<file path="config.mk">
export PLATFORM = sky130hd
export DESIGN_NAME = vga_segment_reader
export DESIGN_NICKNAME = d
export VERILOG_FILES = /design/src/rtl/vga_segment_reader.sv
export SDC_FILE = /design/constraint.sdc
export NUM_CORES = 1
export LEC_CHECK = 0
export CORE_MARGIN = 2
export CORE_UTILIZATION = 55
export CTS_CLUSTER_SIZE = 24
export DETAILED_ROUTE_END_ITERATION = 10
export GPL_ROUTABILITY_DRIVEN = 0
export PLACE_DENSITY = 0.77
export SYNTH_ARGS = -nofsm -noshare
export SYNTH_HDL_FRONTEND = slang
export SYNTH_SLANG_ARGS = --single-unit
</file>
<file path="constraint.sdc">
create_clock -name clk -period 5.8 [get_ports clk]
set_input_delay 0.58 -clock clk [delete_from_list [all_inputs] [get_ports clk]]
set_output_delay 0.58 -clock clk [all_outputs]
set_load 0.02 [all_outputs]
</file>
<file path="src/rtl/vga_segment_reader.sv">
// vga_segment_reader: recovers the pixel position of a TinyVGA PMOD stream from
// its sync edges. It samples eight probe pixels of a seven-segment drawing and
// publishes them as a segment byte once per frame while the timing is locked.
module vga_segment_reader #(
  parameter int               H_TOTAL      = 800,
  parameter int               H_SYNC_START = 656,
  parameter int               V_TOTAL      = 525,
  parameter int               V_SYNC_START = 490,
  parameter int               V_ACTIVE     = 480,
  parameter logic [5:0]       FG_COLOR     = 6'b001111,
  // probe columns/lines, index 0..7 = a, b, c, d, e, f, g, dp
  parameter logic [7:0][9:0]  PROBE_COL    = {10'd512, 10'd320, 10'd216, 10'd216,
                                              10'd320, 10'd424, 10'd424, 10'd320},
  parameter logic [7:0][9:0]  PROBE_ROW    = {10'd440, 10'd239, 10'd135, 10'd344,
                                              10'd448, 10'd344, 10'd135, 10'd32}
) (
  input  logic       clk,
  input  logic       rst_n,
  input  logic [7:0] vga_in,
  output logic [7:0] seg,
  output logic       seg_valid,
  output logic       locked,
  output logic [7:0] frame_cnt
);

  localparam logic [9:0] H_LAST   = 10'(H_TOTAL - 1);
  localparam logic [9:0] H_SYNC   = 10'(H_SYNC_START);
  localparam logic [9:0] H_RELOAD = 10'(H_SYNC_START + 1);
  localparam logic [9:0] V_LAST   = 10'(V_TOTAL - 1);
  localparam logic [9:0] V_SYNC   = 10'(V_SYNC_START);
  localparam logic [9:0] V_COMMIT = 10'(V_ACTIVE);

  // s1 is the full input byte; the second stage only feeds edge detection,
  // so it keeps just the two sync bits {hsync, vsync}
  logic [7:0] s1_q;
  logic [1:0] s2Sync_q;

  logic [9:0] hCnt_q, hCnt_d;
  logic [9:0] vCnt_q, vCnt_d;
  logic [1:0] hMatch_q, hMatch_d;
  logic [1:0] vMatch_q, vMatch_d;
  logic       hLocked_q, hLocked_d;
  logic       vLocked_q, vLocked_d;
  logic [7:0] shadow_q, shadow_d;
  logic [7:0] seg_q, seg_d;
  logic       segValid_q, segValid_d;
  logic [7:0] frameCnt_q, frameCnt_d;

  logic [5:0] rgb;
  logic       hFall;
  logic       vFall;
  logic       hWrap;
  logic       commit;

  // Unpack colour and detect sync falling edges on the pixel sitting in s1
  always_comb begin
    rgb    = {s1_q[0], s1_q[4], s1_q[1], s1_q[5], s1_q[2], s1_q[6]};
    hFall  = s2Sync_q[1] & ~s1_q[7];
    vFall  = s2Sync_q[0] & ~s1_q[3];
    hWrap  = ~hFall & (hCnt_q == H_LAST);
    commit = (hCnt_q == 10'd0) & (vCnt_q == V_COMMIT) & hLocked_q & vLocked_q;
  end

  // Free-running position counters, re-anchored on every sync falling edge
  always_comb begin
    hCnt_d = hCnt_q + 10'd1;
    vCnt_d = vCnt_q;
    if (hFall) begin
      hCnt_d = H_RELOAD;
    end else if (hWrap) begin
      hCnt_d = 10'd0;
    end
    if (vFall) begin
      vCnt_d = V_SYNC;
    end else if (hWrap) begin
      vCnt_d = (vCnt_q == V_LAST) ? 10'd0 : vCnt_q + 10'd1;
    end
  end

  // Lock tracking: a sync edge that lands where the counters predicted builds
  // confidence, any misplaced edge throws the lock away at once
  always_comb begin
    hMatch_d = hMatch_q;
    vMatch_d = vMatch_q;
    if (hFall) begin
      if (hCnt_q == H_SYNC) begin
        hMatch_d = (hMatch_q == 2'd3) ? 2'd3 : hMatch_q + 2'd1;
      end else begin
        hMatch_d = 2'd0;
      end
    end
    if (vFall) begin
      if (vCnt_q == V_SYNC) begin
        vMatch_d = (vMatch_q == 2'd2) ? 2'd2 : vMatch_q + 2'd1;
      end else begin
        vMatch_d = 2'd0;
      end
    end
    hLocked_d = (hMatch_d == 2'd3);
    vLocked_d = (vMatch_d == 2'd2);
  end

  // Sample probe pixels into the shadow byte and publish it at the commit point
  always_comb begin
    shadow_d   = shadow_q;
    seg_d      = seg_q;
    segValid_d = 1'b0;
    frameCnt_d = frameCnt_q;
    for (int i = 0; i < 8; i++) begin
      if ((hCnt_q == PROBE_COL[i]) && (vCnt_q == PROBE_ROW[i])) begin
        shadow_d[i] = (rgb == FG_COLOR);
      end
    end
    if (commit) begin
      seg_d      = shadow_q;
      segValid_d = 1'b1;
      frameCnt_d = frameCnt_q + 8'd1;
    end
  end

  // State register for the whole reader
  always_ff @(posedge clk or negedge rst_n) begin
    if (!rst_n) begin
      s1_q       <= 8'd0;
      s2Sync_q   <= 2'd0;
      hCnt_q     <= 10'd0;
      vCnt_q     <= 10'd0;
      hMatch_q   <= 2'd0;
      vMatch_q   <= 2'd0;
      hLocked_q  <= 1'b0;
      vLocked_q  <= 1'b0;
      shadow_q   <= 8'd0;
      seg_q      <= 8'd0;
      segValid_q <= 1'b0;
      frameCnt_q <= 8'd0;
    end else begin
      s1_q       <= vga_in;
      s2Sync_q   <= {s1_q[7], s1_q[3]};
      hCnt_q     <= hCnt_d;
      vCnt_q     <= vCnt_d;
      hMatch_q   <= hMatch_d;
      vMatch_q   <= vMatch_d;
      hLocked_q  <= hLocked_d;
      vLocked_q  <= vLocked_d;
      shadow_q   <= shadow_d;
      seg_q      <= seg_d;
      segValid_q <= segValid_d;
      frameCnt_q <= frameCnt_d;
    end
  end

  assign seg       = seg_q;
  assign seg_valid = segValid_q;
  assign locked    = hLocked_q & vLocked_q;
  assign frame_cnt = frameCnt_q;

endmodule

</file>
==> impl_metrics.csv, run 1 <==
group,metric,value,unit
cells_and_area,instances_no_fill,366,
run,drv_cap,0,
timing,worst_pin_slew,0.886,ns
timing,setup_tns,0,ns
timing,fmaxAchievable,0.381,GHz
die,core,5140,um2
cells_and_area,area_delta_synth_final,17.2,%
clocking,cts_hold_buf,0,
status,status,"completed",
grt,grt_use_total,0.217,
timing,fin_crit,2.62,ns
timing,relSlewSlack,0.407,
timing,clock_skew,0.00730,ns
die,row_count,26,
place,dp_hpwl,3930,um
grt,grt_pass1_wl,10100,um
detailed_routing,drc,0,
yosys,synth_flop_cell,"dfrtp_1",
timing,setup_violations,0,
grt,grt_overflow,0,
cells_and_area,utilization,0.671,
power_and_ir_drop,p_per_area,287,nW/um2
grt,grt_pass1_vias,2170,
worst_setup_path,crit_path_start_kind,"flip-flop",
clocking,clk_path_buf_depth,2,
worst_setup_path,cp_max_fo,11,
clocking,clk-insertion-delay-late,0.34,ns
die,dieArea,5960,um2
grt,antenna_found_initial,0,
yosys,ys_seq_elements,61,
clocking,cts-root-buf,"clkbuf_8",
cells_and_area,nNetsFinal,309,
place,placed_area,3240,um2
timing,timing.hold.ws,0.377,ns
detailed_routing,via_per_inst,5.76,
clocking,cts_tree,"built",
die,die_h,77.2,um
yosys,synthDominantCellAreaShare,0.518,
worst_setup_path,worstPathRequired,6.01,ns
yosys,ys_seq_area_frac,0.518,
yosys,synth.most_common_cell,"dfrtp_1",
yosys,synthArstFlopShare,1.00,
detailed_routing,drt_wl_total,5870,um
die,dieWidth,77.2,um
yosys,yosys.cell_types.count,51,
min_path,hold_path.class,"primary input to async pin",
yosys,synth_edf_count,0,
detailed_routing,ant_nets,0,
place,portBuffers,27,
worst_setup_path,crit_type,"flip-flop to flip-flop",
yosys,syn_nets,284,
clocking,cts_sinks,61,
detailed_routing,dr.pass1.iters,4,
yosys,netlist_area,2950,um2
timing,hold_violations,0,
cells_and_area,diodes,0,
detailed_routing,drt-initial-drc-count,161,
place,placedCellCount,351,
clocking,htreeDepth,3,
die,initial_core_util,0.573,
power_and_ir_drop,power.leakage,1.50,nW
yosys,synth.avg_cell_area,11.0,um2
detailed_routing,num_vias,2107,
clocking,cts_resized,0,
yosys,yosys.area.top_type,"dfrtp_1",
clocking,clkTransAtPathRegs,0.07,ns
power_and_ir_drop,ir_drop,0.216,mV
yosys,yosys-top-cells-area,"dfrtp_1 52%, mux2_2 5.7%, ha_1 3.0%",
cells_and_area,drive_gt1_frac,0.128,
grt,grt_max_degree,62,
worst_setup_path,worst_ep_arrival_time,2.84,ns
yosys,ys_warn_count,0,
yosys,synth_cells,267,
worst_setup_path,crit_path_end_kind,"flip-flop",
timing,fin_crit_sh,0.453,
yosys,synth_top_cells_by_count,"61 x dfrtp_1, 18 x nand2_1, 15 x mux2_2",
timing,slew_violations,0,
clocking,post_cts_buffers,0,
clocking,numCtsBuffers,9,
detailed_routing,wl_per_cell,16.0,um
cells_and_area,postLayoutCellArea,3450,um2
die,num_io_pins,28,
timing,rsz0062_at_grt,"no",
## stage by stage
step | power (mW) | setup WS [ns]
2_1_floorplan | 0.557 | 3.84
3_3_place_gp | 0.583 | 3.30
3_5_place_dp | 0.588 | 3.18
4_1_cts | 0.999 | 3.14
5_1_grt | 1.04 | 3.01
6_report | 0.990 | 3.18
## final timing paths
kind / from / endpoint / slack (ns) / cells past startpoint
setup / recovery: vCnt_q[0] / frame_cnt[1] / 3.18 / 6
hold / removal: rst_n / hCnt_q[2] / 0.38 / 2
setup reg to reg: vCnt_q[0] / frame_cnt[1] / 3.18 / 6
hold reg to reg: s1_q[7] / s2Sync_q[1] / 0.41 / 0
max in group asynchronous: rst_n / vMatch_q[1] / 4.91 / 2
min in group clk: s1_q[7] / s2Sync_q[1] / 0.41 / 0
## per-layer routing
layer  part of all wire  GRT usage
met1               0.45      0.283
met2               0.48      0.339
met3              0.057     0.0753
met4              0.018     0.0714
met5                  0          0
## area by class of cell
cell class	count	area (um2)
repair buffers	28	273
flip-flops and latches	61	1530
well taps	70	87.6
multi-input cells	182	1310
clock inverters	5	75.1
clock buffers	10	138
inverters	10	37.5
fillers	417	1690
## where the power goes
part | switching, mW | internal, mW | total (mW) | leakage [nW]
Combinational | 0.0480 | 0.0420 | 0.0900 | 0.617
Sequential | 0.0349 | 0.456 | 0.491 | 0.771
Clock | 0.160 | 0.249 | 0.408 | 0.112
## flip-flops by register name, indices dropped and copies added, names as in the netlist
register,cells
s2Sync_q,2
hMatch_q,2
frame_cnt,8
seg_valid,1
hCnt_q,10
shadow_q,8
hLocked_q,1
s1_q,8
vLocked_q,1
vMatch_q,2
vCnt_q,10
seg,8
## critical path, cell delays in order, from the launching register on
cell	delay (ns)
dfrtp_1	0.42
inv_1	0.12
ha_1	0.21
nor3b_1	0.32
nand4_2	0.26
nor2_1	0.75
mux2_2	0.43
## logic make-up after synthesis
| kind of cell | count (synthesis) | synth area share |
|---|---|---|
| AOI/OAI and AO/OA | 29 | 0.0667 |
| and+or+nand+nor | 116 | 0.246 |
| xor gates and xnor gates | 13 | 0.0387 |
| DFF | 61 | 0.518 |
| adders and majority gates | 7 | 0.0297 |
| buffers and inverters | 24 | 0.0357 |
| muxes | 17 | 0.0650 |
## placed cells by master, fill, tap and decap left out, types with 5 or more instances in the layout
cell type and instances:
clkbuf_8 10, clkdlybuf4s50_1 26, dfrtp_1 61, ha_1 7
inv_1 10, mux2_2 15, nand2_1 18, nand3_1 10
nand4_1 11, nor2_1 13, nor2b_1 6, nor3_1 13
nor3b_1 5, nor4_1 6, o21ai_0 9, xor2_1 9
Note: power is estimated with default switching activity, not from simulation.
==> inputs of run 2 (changes only) <==
Settings changed: CORE_UTILIZATION 55 to 51, PLACE_DENSITY 0.77 to 0.75.
Clock period 5.8 ns to 2.4 ns, I/O delays scaled along.
==> impl_metrics.csv, run 2 (synthesized netlist as in run 1, its figures left out) <==
group,metric,value,unit
cells_and_area,drive_gt1_frac,0.137,
worst_setup_path,crit_slowest_cell,"dfrtp_1",
die,core,5540,um2
grt,grt_use_total,0.209,
clocking,post_cts_buffers,0,
place,dp_hpwl,4130,um
detailed_routing,drt_wl_total,5760,um
grt,grt_pass1_wl,10100,um
die,row_count,27,
detailed_routing,dr.pass1.iters,4,
die,num_io_pins,28,
clocking,clkTransAtPathRegs,0.07,ns
cells_and_area,area_delta_synth_final,17.6,%
clocking,cts_hold_buf,1,
place,portBuffers,27,
detailed_routing,wl_per_cell,15.5,um
timing,fin_crit,2.16,ns
detailed_routing,drt-initial-drc-count,136,
grt,antenna_found_initial,0,
timing,clock_skew,0.00560,ns
power_and_ir_drop,power.leakage,1.49,nW
clocking,numCtsBuffers,9,
die,dieArea,6400,um2
timing,rsz0062_at_grt,"no",
cells_and_area,biggestRegsByFlops,"hCnt_q x10, vCnt_q x10",
grt,grt_overflow,0,
timing,fin_crit_sh,0.899,
timing,worst_pin_slew,0.837,ns
place,placedCellCount,355,
cells_and_area,diodes,0,
cells_and_area,nNetsFinal,312,
detailed_routing,drc,0,
clocking,cts-root-buf,"clkbuf_8",
worst_setup_path,crit_path_end_kind,"flip-flop",
die,dieWidth,80.0,um
worst_setup_path,cp_max_fo,11,
detailed_routing,num_vias,2153,
timing,fmaxAchievable,0.464,GHz
clocking,cts_resized,0,
timing,setup_tns,0,ns
detailed_routing,via_per_inst,5.79,
worst_setup_path,worstPathRequired,2.63,ns
run,drv_cap,0,
cells_and_area,instances_no_fill,372,
die,die_h,80.0,um
place,preCtsSetupSlack,0.260,ns
clocking,cts_sinks,61,
grt,grt_max_degree,35,
detailed_routing,ant_nets,0,
clocking,htreeDepth,3,
timing,setup_violations,0,
cells_and_area,final_common_cell,"dfrtp_1",
timing,slew_violations,0,
power_and_ir_drop,p_per_area,648,nW/um2
die,initial_core_util,0.532,
clocking,clk-insertion-delay-late,0.34,ns
grt,grt_pass1_vias,2167,
clocking,clk_path_buf_depth,2,
timing,relSlewSlack,0.438,
worst_setup_path,crit_path_start_kind,"flip-flop",
timing,fin_ws,0.243,ns
clocking,cts_tree,"built",
worst_setup_path,crit_type,"flip-flop to flip-flop",
worst_setup_path,cpPeakStageDelay,0.42,ns
worst_setup_path,worst_ep_arrival_time,2.38,ns
status,status,"completed",
min_path,hold_path.class,"primary input to flip-flop",
worst_setup_path,crit_chain,"inv_1 -> ha_1 -> nor3b_1 -> nand4_2 -> nor2_1 -> buf_4 -> mux2_2",
cells_and_area,final_cell_mix,"61 x dfrtp_1, 26 x clkdlybuf4s50_1, 18 x nand2_1, 15 x mux2_2",
power_and_ir_drop,ir_drop,0.509,mV
timing,hold_violations,0,
## run 2: cell count changes in the layout (fill, tap and decap cells not counted)
cell	delta
dlygate4sd3_1	+1
buf_4	+1
clkbuf_8	+1
clkinvlp_4	+4
clkinv_2	-2
bufinv_16	-2
buf_12	+1
## run 2: worst max-delay path, delay by kind of cell (launching register included)
kind	cells	cell delay, ns
AND/OR/NAND/NOR	3	0.75
flip-flops	1	0.42
multiplexers	1	0.34
buffers and inverters	2	0.31
adder cells (fa/ha/maj)	1	0.21
## run 2: cell type report
cell class / instances / area (um2)
inverters: 10 / 37.5
fillers: 463 / 2080
repair buffers: 31 / 310
clock inverters: 5 / 35.0
well taps: 72 / 90.1
clock buffers: 11 / 151
multi-input cells: 182 / 1310
flip-flops and latches: 61 / 1530
## run 2: path summary, 6_finish.rpt
check,start,endpoint,slack (ns),depth (start not counted)
max reg2reg,vCnt_q[0],seg[1],0.24,7
min,vga_in[1],s1_q[1],0.33,1
max in group asynchronous,rst_n,hCnt_q[7],1.33,3
min in group asynchronous,rst_n,vLocked_q,0.47,2
max,vCnt_q[0],seg[1],0.24,7
min reg2reg,s1_q[7],s2Sync_q[1],0.42,0
## run 2: report_power, final
group          switching, mW  leakage [nW]  internal, mW  total, mW
Sequential            0.0834         0.771          1.10       1.19
Clock                  0.403        0.0836         0.428      0.831
Combinational          0.122         0.635         0.106      0.228
Total                  0.609          1.49          1.64       2.24
## run 2: per-stage QoR
stage	power (mW)	cell area, um2	util	hold WS (ns)
global route	2.37	3460	0.625	0.313
floorplan	1.35	2950	-	-0.0556
CTS	2.28	3460	0.625	0.316
finish	2.24	3460	0.625	0.330
detailed placement	1.43	3270	0.590	0.313
global placement	1.42	3270	0.590	0.302
## run 2: routing by layer
metal / part of all wire / vias up / track usage
li1: - / 1025 / -
met3: 0.047 / 15 / 0.0701
met4: 0.021 / 0 / 0.0847
met1: 0.46 / 1057 / 0.269
met2: 0.47 / 56 / 0.323
met5: 0 / - / 0
